`config.mk`:
```
export PLATFORM = sky130hd
export DESIGN_NAME = calc_engine_p
export DESIGN_NICKNAME = d
export VERILOG_FILES = /design/src/rtl/calc_engine_p.sv
export SDC_FILE = /design/constraint.sdc
export NUM_CORES = 1
export LEC_CHECK = 0
export CORE_AREA = 2 2 137 139
export CTS_BUF_LIST = sky130_fd_sc_hd__clkbuf_2 sky130_fd_sc_hd__clkbuf_4 sky130_fd_sc_hd__clkbuf_8
export CTS_CLUSTER_SIZE = 24
export DETAILED_ROUTE_END_ITERATION = 10
export DIE_AREA = 0 0 139 141
export HOLD_SLACK_MARGIN = 0.1
export PLACE_DENSITY = 0.75
export SLEW_MARGIN = 20
export SYNTH_ARGS = -nofsm -noshare
export SYNTH_HDL_FRONTEND = slang
export SYNTH_SLANG_ARGS = --single-unit
```
`constraint.sdc`:
```
create_clock -name clock -period 3.42 [get_ports clock]
set_input_delay 0.684 -clock clock [delete_from_list [all_inputs] [get_ports clock]]
set_output_delay 0.684 -clock clock [all_outputs]
set_load 0.01 [all_outputs]
```
`src/rtl/calc_engine_p.sv`:
```
// calc_engine_p: keypad-driven calculator engine with chained add/subtract/multiply,
// sticky overflow and an optional shift-add multiplier.
module calc_engine_p #(
  parameter int unsigned WIDTH    = 16,
  parameter int unsigned MUL_ITER = 1
) (
  input  logic             clock,
  input  logic             reset,
  input  logic             new_key,
  input  logic [4:0]       keycode,
  output logic [WIDTH-1:0] value,
  output logic             busy,
  output logic             overflow,
  output logic [2:0]       op_pending
);

  localparam int unsigned Digits = WIDTH / 4;
  localparam int unsigned DcW    = $clog2(Digits + 1);
  localparam int unsigned ItW    = $clog2(WIDTH);
  localparam logic [DcW-1:0] DigitsC = DcW'(Digits);
  localparam logic [ItW-1:0] IterLast = ItW'(WIDTH - 1);

  // Op encodings match the low bits of the corresponding command keycodes.
  typedef enum logic [2:0] {
    OpNone  = 3'd0,
    OpPlus  = 3'd2,
    OpMul   = 3'd3,
    OpMinus = 3'd5
  } op_e;

  typedef enum logic [0:0] {StIdle, StMult} state_e;

  state_e             state_q, state_d;
  op_e                op_q, op_d;
  op_e                op_after_q, op_after_d;  // op to install when the multiply finishes
  logic [WIDTH-1:0]   x_q, x_d;
  logic [WIDTH-1:0]   y_q, y_d;
  logic               fresh_q, fresh_d;
  logic               show_y_q, show_y_d;
  logic [DcW-1:0]     count_q, count_d;
  logic               ovf_q, ovf_d;
  logic [2*WIDTH-1:0] mcand_q, mcand_d;
  logic [WIDTH-1:0]   mplr_q, mplr_d;
  logic [2*WIDTH-1:0] prod_q, prod_d;
  logic [ItW-1:0]     iter_q, iter_d;

  logic [WIDTH:0]     sum;
  logic [2*WIDTH-1:0] prod_comb;
  logic [2*WIDTH-1:0] prod_step;
  logic [WIDTH-1:0]   res;
  logic               res_ovf;
  logic               start_mult;
  logic               is_clear;
  logic               is_eval;
  op_e                new_op;

  // Next-state logic: key decode, arithmetic and multiplier sequencing.
  always_comb begin
    state_d    = state_q;
    op_d       = op_q;
    op_after_d = op_after_q;
    x_d        = x_q;
    y_d        = y_q;
    fresh_d    = fresh_q;
    show_y_d   = show_y_q;
    count_d    = count_q;
    ovf_d      = ovf_q;
    mcand_d    = mcand_q;
    mplr_d     = mplr_q;
    prod_d     = prod_q;
    iter_d     = iter_q;

    sum        = {1'b0, y_q} + {1'b0, x_q};
    prod_comb  = {{WIDTH{1'b0}}, y_q} * {{WIDTH{1'b0}}, x_q};
    prod_step  = prod_q + (mplr_q[0] ? mcand_q : '0);
    res        = x_q;
    res_ovf    = 1'b0;
    start_mult = 1'b0;

    // Result of applying the pending op to y and x.
    unique case (op_q)
      OpPlus: begin
        res     = sum[WIDTH-1:0];
        res_ovf = sum[WIDTH];
      end
      OpMinus: begin
        res     = y_q - x_q;
        res_ovf = (x_q > y_q);
      end
      OpMul: begin
        if (MUL_ITER == 0) begin
          res     = prod_comb[WIDTH-1:0];
          res_ovf = |prod_comb[2*WIDTH-1:WIDTH];
        end else begin
          start_mult = 1'b1;
        end
      end
      default: res = x_q;
    endcase

    is_clear = new_key && (keycode == 5'b0_0001);
    is_eval  = new_key && !keycode[4] &&
               ((keycode[3:0] == 4'h2) || (keycode[3:0] == 4'h3) ||
                (keycode[3:0] == 4'h4) || (keycode[3:0] == 4'h5));
    new_op   = (keycode[3:0] == 4'h4) ? OpNone : op_e'(keycode[2:0]);

    if (state_q == StIdle) begin
      if (new_key && keycode[4]) begin
        if (fresh_q) begin
          x_d     = {{(WIDTH-4){1'b0}}, keycode[3:0]};
          count_d = DcW'(1);
          fresh_d = 1'b0;
        end else if (count_q < DigitsC) begin
          x_d     = {x_q[WIDTH-5:0], keycode[3:0]};
          count_d = count_q + 1'b1;
        end
        show_y_d = 1'b0;
      end else if (is_eval) begin
        if (start_mult) begin
          state_d    = StMult;
          op_after_d = new_op;
          mcand_d    = {{WIDTH{1'b0}}, y_q};
          mplr_d     = x_q;
          prod_d     = '0;
          iter_d     = IterLast;
        end else begin
          y_d      = res;
          ovf_d    = ovf_q | res_ovf;
          op_d     = new_op;
          fresh_d  = 1'b1;
          show_y_d = 1'b1;
        end
      end
    end else begin
      // One shift-add step per cycle; results commit on the last step.
      prod_d  = prod_step;
      mcand_d = mcand_q << 1;
      mplr_d  = mplr_q >> 1;
      iter_d  = iter_q - 1'b1;
      if (iter_q == '0) begin
        state_d  = StIdle;
        y_d      = prod_step[WIDTH-1:0];
        ovf_d    = ovf_q | (|prod_step[2*WIDTH-1:WIDTH]);
        op_d     = op_after_q;
        fresh_d  = 1'b1;
        show_y_d = 1'b1;
      end
    end

    // CLEAR wins in any state and matches reset.
    if (is_clear) begin
      state_d    = StIdle;
      op_d       = OpNone;
      op_after_d = OpNone;
      x_d        = '0;
      y_d        = '0;
      fresh_d    = 1'b1;
      show_y_d   = 1'b0;
      count_d    = '0;
      ovf_d      = 1'b0;
      mcand_d    = '0;
      mplr_d     = '0;
      prod_d     = '0;
      iter_d     = '0;
    end
  end

  // State registers with synchronous active-high reset.
  always_ff @(posedge clock) begin
    if (reset) begin
      state_q    <= StIdle;
      op_q       <= OpNone;
      op_after_q <= OpNone;
      x_q        <= '0;
      y_q        <= '0;
      fresh_q    <= 1'b1;
      show_y_q   <= 1'b0;
      count_q    <= '0;
      ovf_q      <= 1'b0;
      mcand_q    <= '0;
      mplr_q     <= '0;
      prod_q     <= '0;
      iter_q     <= '0;
    end else begin
      state_q    <= state_d;
      op_q       <= op_d;
      op_after_q <= op_after_d;
      x_q        <= x_d;
      y_q        <= y_d;
      fresh_q    <= fresh_d;
      show_y_q   <= show_y_d;
      count_q    <= count_d;
      ovf_q      <= ovf_d;
      mcand_q    <= mcand_d;
      mplr_q     <= mplr_d;
      prod_q     <= prod_d;
      iter_q     <= iter_d;
    end
  end

  // Output mapping.
  always_comb begin
    value      = show_y_q ? y_q : x_q;
    busy       = (state_q == StMult);
    overflow   = ovf_q;
    op_pending = op_q;
  end

endmodule
```
==> impl_results.html <==
<table>
<tr><th>Metric</th><th>Value</th></tr>
<tr><th colspan="2">Run status</th></tr>
<tr><td>Status</td><td>completed</td></tr>
<tr><th colspan="2">Cells and area</th></tr>
<tr><td>Filler instances</td><td>1703</td></tr>
<tr><td>Area of the multi-input gates</td><td>6180 sq um</td></tr>
<tr><td>Area growth syn-to-layout</td><td>18.4%</td></tr>
<tr><td>Total inserted antenna cells</td><td>0</td></tr>
<tr><td>Total non-filler cell area in the finished layout</td><td>10600 sq um</td></tr>
<tr><td>Final cell count without fillers</td><td>1508</td></tr>
<tr><td>Final nets</td><td>1337</td></tr>
<tr><td>Area of all sequential standard cells</td><td>2590 sq um</td></tr>
<tr><td>Fraction of layout cells with a size suffix above 1</td><td>14.0%</td></tr>
<tr><td>Most common library cell in the layout ignoring fill and taps</td><td>sky130_fd_sc_hd__nor2_1</td></tr>
<tr><td>Commonest cells after routing, fill and taps aside</td><td>sky130_fd_sc_hd__nor2_1, sky130_fd_sc_hd__a21oi_1, sky130_fd_sc_hd__dfxtp_1</td></tr>
<tr><th colspan="2">Floorplanning</th></tr>
<tr><td>Starting density of the core</td><td>49.0%</td></tr>
<tr><td>Die W</td><td>139 um</td></tr>
<tr><td>Number of top-level pins</td><td>29</td></tr>
<tr><td>Floorplan die height</td><td>141 um</td></tr>
<tr><td>Standard-cell rows</td><td>50</td></tr>
<tr><td>Die Footprint</td><td>19600 sq um</td></tr>
<tr><td>Core region area</td><td>18300 sq um</td></tr>
<tr><th colspan="2">Pwr</th></tr>
<tr><td>Total design power</td><td>3.15 mW</td></tr>
<tr><td>Share of power burned in combinational logic</td><td>9.3%</td></tr>
<tr><td>IR Drop Worst-Case VDD</td><td>0.263 mV</td></tr>
<tr><td>Proportion of power drawn by flip-flops and latches</td><td>48.4%</td></tr>
<tr><td>Clock power share</td><td>42.4%</td></tr>
<tr><td>Power dissipated by switching net loads</td><td>0.965 mW</td></tr>
<tr><td>Fraction of power spent switching nets</td><td>30.6%</td></tr>
<tr><td>Power per Cell Area</td><td>297 nW/um^2</td></tr>
<tr><td>Cell leakage power</td><td>4.53 nW</td></tr>
<tr><td>Internal power</td><td>2.19 mW</td></tr>
<tr><th colspan="2">Clocking</th></tr>
<tr><td>Maximum level of the CTS H-tree</td><td>4</td></tr>
<tr><td># hold bufs at CTS</td><td>0</td></tr>
<tr><td>CTS tree</td><td>built</td></tr>
<tr><td>Clock tree root driver cell</td><td>sky130_fd_sc_hd__clkbuf_8</td></tr>
<tr><td>Inserted Clock Buffers</td><td>17</td></tr>
<tr><td>Worst-path clk slew</td><td>0.09 ns</td></tr>
<tr><td>Maximum root-to-sink buffer count</td><td>2</td></tr>
<tr><td>Number of sinks on the clock net</td><td>129</td></tr>
<tr><td>Clk_lat worst skew</td><td>0.48 ns</td></tr>
<tr><th colspan="2">Yosys</th></tr>
<tr><td>Gate count of the mapped netlist</td><td>1211</td></tr>
<tr><td>Fraction of the mapped netlist area in simple logic gates</td><td>23.6%</td></tr>
<tr><td>Synthesis-stage register bit count</td><td>129</td></tr>
<tr><td>Top post-synthesis cells by area</td><td>sky130_fd_sc_hd__dfxtp_1, sky130_fd_sc_hd__ha_1, sky130_fd_sc_hd__nor2_1</td></tr>
<tr><td>Main combinational cell family by area after synthesis</td><td>compound AO/OA/AOI/OAI gates</td></tr>
<tr><td>Share of cell area taken by muxes after synthesis</td><td>3.06%</td></tr>
<tr><td>Share of the yosys chip area belonging to registers</td><td>28.8%</td></tr>
<tr><td>Yosys warning total</td><td>0</td></tr>
<tr><td>EDFF count, synth</td><td>0</td></tr>
<tr><td>Area of the mapped netlist</td><td>8950 sq um</td></tr>
<tr><td>Number of distinct standard cells referenced by the synthesized netlist</td><td>70</td></tr>
<tr><td>Ys async rst share</td><td>0%</td></tr>
<tr><td>Post-Synth Adder-Cell Area</td><td>9.75%</td></tr>
<tr><td>Library cell occupying the most area in the post-synthesis netlist</td><td>sky130_fd_sc_hd__dfxtp_1</td></tr>
<tr><td>Top FF cell, synth</td><td>sky130_fd_sc_hd__dfxtp_1</td></tr>
<tr><td>Fraction of the mapped netlist area in compound gates</td><td>27.1%</td></tr>
<tr><td>Post-synthesis net count</td><td>1287</td></tr>
<tr><td>Mean Syn Cell Area</td><td>7.39 sq um</td></tr>
<tr><td>Xor and xnor fraction of the mapped netlist area</td><td>2.54%</td></tr>
<tr><td>Yosys top cell area share</td><td>28.8%</td></tr>
<tr><th colspan="2">Timing</th></tr>
<tr><td>Maximum clock rate</td><td>293 MHz</td></tr>
<tr><td>Unrepaired setup endpoints after global routing</td><td>yes</td></tr>
<tr><td>Max-Slew Margin vs Limit</td><td>38.3%</td></tr>
<tr><td>Post-route clock period utilization</td><td>99.6%</td></tr>
<tr><td>Final Skew</td><td>0.0166 ns</td></tr>
<tr><td>Count of final hold-check violations</td><td>0</td></tr>
<tr><td>Worst Tran Pin Value</td><td>0.925 ns</td></tr>
<tr><td>Max-slew violation total from the final report</td><td>0</td></tr>
<tr><td>Final setup violation count</td><td>0</td></tr>
<tr><td>Final setup slack of the worst path</td><td>0.0123 ns</td></tr>
<tr><td>Minimum period implied by the final worst setup slack</td><td>3.41 ns</td></tr>
<tr><th colspan="2">Setup path</th></tr>
<tr><td>Arr. time, crit path</td><td>3.82 ns</td></tr>
<tr><td>Startpoint type of the worst setup path</td><td>flip-flop</td></tr>
<tr><td>Number of buffer and inverter stages on the critical path</td><td>2</td></tr>
<tr><td>Count of cells along the worst register-to-register path</td><td>14</td></tr>
<tr><td>Crit path top cell by count</td><td>sky130_fd_sc_hd__a21o_1</td></tr>
<tr><td>Worst path required time</td><td>3.83 ns</td></tr>
<tr><td>Capturing element type of the critical path</td><td>flip-flop</td></tr>
<tr><td>Ordered list of cells on the worst path</td><td>inv_2 &gt; ha_2 &gt; inv_1 &gt; fa_2 &gt; a21o_1 &gt; a21o_1 &gt; a21o_1 &gt; o311a_1 &gt; o41a_1 &gt; nand3_2 &gt; a21boi_2 &gt; or4_4 &gt; a41o_1 &gt; nor3_2</td></tr>
<tr><td>Cell count along the critical path</td><td>14</td></tr>
<tr><td>Critical R2R Launch</td><td>y_q[0]</td></tr>
<tr><td>Delay-heaviest family, CP</td><td>compound AO/OA/AOI/OAI gates</td></tr>
<tr><td>Crit path max-delay cell type</td><td>sky130_fd_sc_hd__or4_4</td></tr>
<tr><td>End of the critical path</td><td>overflow</td></tr>
<tr><td>Critical path fanouts, max</td><td>2</td></tr>
<tr><td>Longest individual stage delay on the worst path</td><td>0.51 ns</td></tr>
<tr><td>Critical register-to-register path endpoint</td><td>overflow</td></tr>
<tr><td>Reg-to-reg setup timing slack</td><td>0.01 ns</td></tr>
<tr><td>Worst setup path category</td><td>reg2reg</td></tr>
<tr><td>Start point of the critical path</td><td>y_q[0]</td></tr>
<tr><th colspan="2">Routing</th></tr>
<tr><td>Initial DRC count</td><td>755</td></tr>
<tr><td>Routed via count</td><td>8966</td></tr>
<tr><td>Vias per Instance</td><td>5.95</td></tr>
<tr><td>DR DRC count</td><td>0</td></tr>
<tr><td>Number of nets still failing antenna checks after routing</td><td>0</td></tr>
<tr><td>Mean routed wirelength per cell</td><td>17.4 um</td></tr>
<tr><td>First-pass iteration count of the detailed router</td><td>5</td></tr>
<tr><td>Total detailed-routing wirelength</td><td>26.3 mm</td></tr>
<tr><th colspan="2">Global routing</th></tr>
<tr><td>Largest net degree at the start of global routing</td><td>128</td></tr>
<tr><td>Initial antenna violation count</td><td>0</td></tr>
<tr><td>Via count of the first global-routing pass</td><td>8455</td></tr>
<tr><td>Met3 track utilization from global routing</td><td>4.59%</td></tr>
<tr><td>Overall routing resource usage</td><td>26.3%</td></tr>
<tr><td>Wire length of the first global-routing pass</td><td>42.5 mm</td></tr>
<tr><td>Global-route congestion overflow total</td><td>0</td></tr>
<tr><td>Busiest layer in global routing</td><td>met2</td></tr>
<tr><td>Global Route met1 Usage</td><td>35.7%</td></tr>
<tr><td>Met2 capacity usage during global routing</td><td>42.9%</td></tr>
<tr><th colspan="2">Flow run</th></tr>
<tr><td>Max-cap viol count</td><td>0</td></tr>
<tr><th colspan="2">Place</th></tr>
<tr><td>Placed standard-cell area</td><td>9820 sq um</td></tr>
<tr><td>Pre-CTS setup slack</td><td>-0.0880 ns</td></tr>
<tr><td>HPWL reported at the end of detailed placement</td><td>18.1 mm</td></tr>
<tr><td>Placed instance count</td><td>1464</td></tr>
<tr><td>Number of port buffers</td><td>28</td></tr>
<tr><td>RD Place Congestion</td><td>0.928</td></tr>
<tr><th colspan="2">Worst hold path</th></tr>
<tr><td>Type of the most critical hold path</td><td>reg2reg</td></tr>
</table>
synthesized netlist by cell type, types with 4 or more instances:
cell	number
sky130_fd_sc_hd__nor2_1	208
sky130_fd_sc_hd__o22ai_1	5
sky130_fd_sc_hd__nor3_1	24
sky130_fd_sc_hd__xor2_1	12
sky130_fd_sc_hd__a211oi_1	20
sky130_fd_sc_hd__o21ai_0	60
sky130_fd_sc_hd__ha_1	65
sky130_fd_sc_hd__o211ai_1	11
sky130_fd_sc_hd__dfxtp_1	129
sky130_fd_sc_hd__a22oi_1	21
sky130_fd_sc_hd__o21bai_1	8
sky130_fd_sc_hd__xnor2_1	14
sky130_fd_sc_hd__nand4_1	6
sky130_fd_sc_hd__or2_2	5
sky130_fd_sc_hd__nand2_1	81
sky130_fd_sc_hd__buf_1	11
sky130_fd_sc_hd__a221o_1	6
sky130_fd_sc_hd__nand3_1	14
sky130_fd_sc_hd__nand2b_1	8
sky130_fd_sc_hd__a21oi_1	151
sky130_fd_sc_hd__a311oi_1	4
sky130_fd_sc_hd__a31oi_1	9
sky130_fd_sc_hd__and2_1	39
sky130_fd_sc_hd__inv_1	44
sky130_fd_sc_hd__a21o_1	17
sky130_fd_sc_hd__and3_1	39
sky130_fd_sc_hd__a221oi_1	9
sky130_fd_sc_hd__o221ai_1	6
sky130_fd_sc_hd__nor4_1	14
sky130_fd_sc_hd__nor2b_1	6
sky130_fd_sc_hd__o21a_1	9
sky130_fd_sc_hd__mux2i_1	24
sky130_fd_sc_hd__clkbuf_1	67
registers in the layout, summed over array words and instances, names as in the netlist, 3 cells and up:
name        cells
op_after_q      3
y_q            16
iter_q          4
op_pending      3
mcand_q        32
prod_q         32
x_q            16
count_q         3
mplr_q         16
repair_timing:
item | CTS | global route
cloned | 0 | 2
endpoints found under the setup margin | 1 | 7
pin swaps | 1 | 29
resized for setup | 5 | 54
setup buffers | 0 | 10
worst min-delay path by stage:
stage | depth (start not counted) | end | from | slack, ns
5_1_grt | 2 | prod_q[12] | prod_q[12] | 0.49
3_5_place_dp | 2 | prod_q[13] | prod_q[13] | 0.46
2_1_floorplan | 2 | prod_q[0] | prod_q[0] | 0.44
3_3_place_gp | 2 | prod_q[12] | prod_q[12] | 0.45
6_report | 2 | prod_q[13] | prod_q[13] | 0.47
4_1_cts | 2 | prod_q[0] | prod_q[0] | 0.47
cell type report:
cell class | instances | share of cell area, %
multi-input cells | 960 | 58.3
flip-flops and latches | 129 | 24.4
repair buffers | 109 | 9.18
well taps | 234 | 2.76
clock buffers | 17 | 2.21
inverters | 44 | 1.56
clock inverters | 15 | 1.52
through the flow:
step / utilization [%] / TNS, ns / hold WS [ns]
CTS: 56.0 / 0 / 0.468
floorplan: - / 0 / 0.441
finish: 58.0 / 0 / 0.468
global placement: 53.7 / 0 / 0.451
detailed placement: 53.7 / -0.0880 / 0.456
global route: 58.0 / -0.108 / 0.493
cells by family (layout without fill, tap and decap cells):
| family | Yosys count | in the layout |
|---|---|---|
| AND/OR/NAND/NOR | 458 | 458 |
| adder cells (fa/ha/maj) | 68 | 68 |
| AO/OA/AOI/OAI | 381 | 381 |
| buffers and inverters | 122 | 185 |
| multiplexers | 27 | 27 |
| XOR/XNOR | 26 | 26 |
| flip-flops | 129 | 129 |
worst min-delay path, stage by stage (launching register included):
cell and delay, ns:
sky130_fd_sc_hd__dfxtp_1 0.32, sky130_fd_sc_hd__nand2_1 0.05, sky130_fd_sc_hd__a21oi_1 0.05
per-layer routing:
metal	wire length [um]	part of all wire [%]
met1	12100	46
met2	11900	45
met3	1660	6.3
met4	593	2.3
met5	0	0
power by group through the flow:
stage	clock, mW	combinational (mW)	sequential, mW
5_1_grt	1.42	0.316	1.53
4_1_cts	1.35	0.266	1.52
3_5_place_dp	0	0.264	1.56
3_3_place_gp	0	0.263	1.56
2_1_floorplan	0	0.161	1.56
6_report	1.34	0.293	1.52
Power figures use the tool's default switching activity.
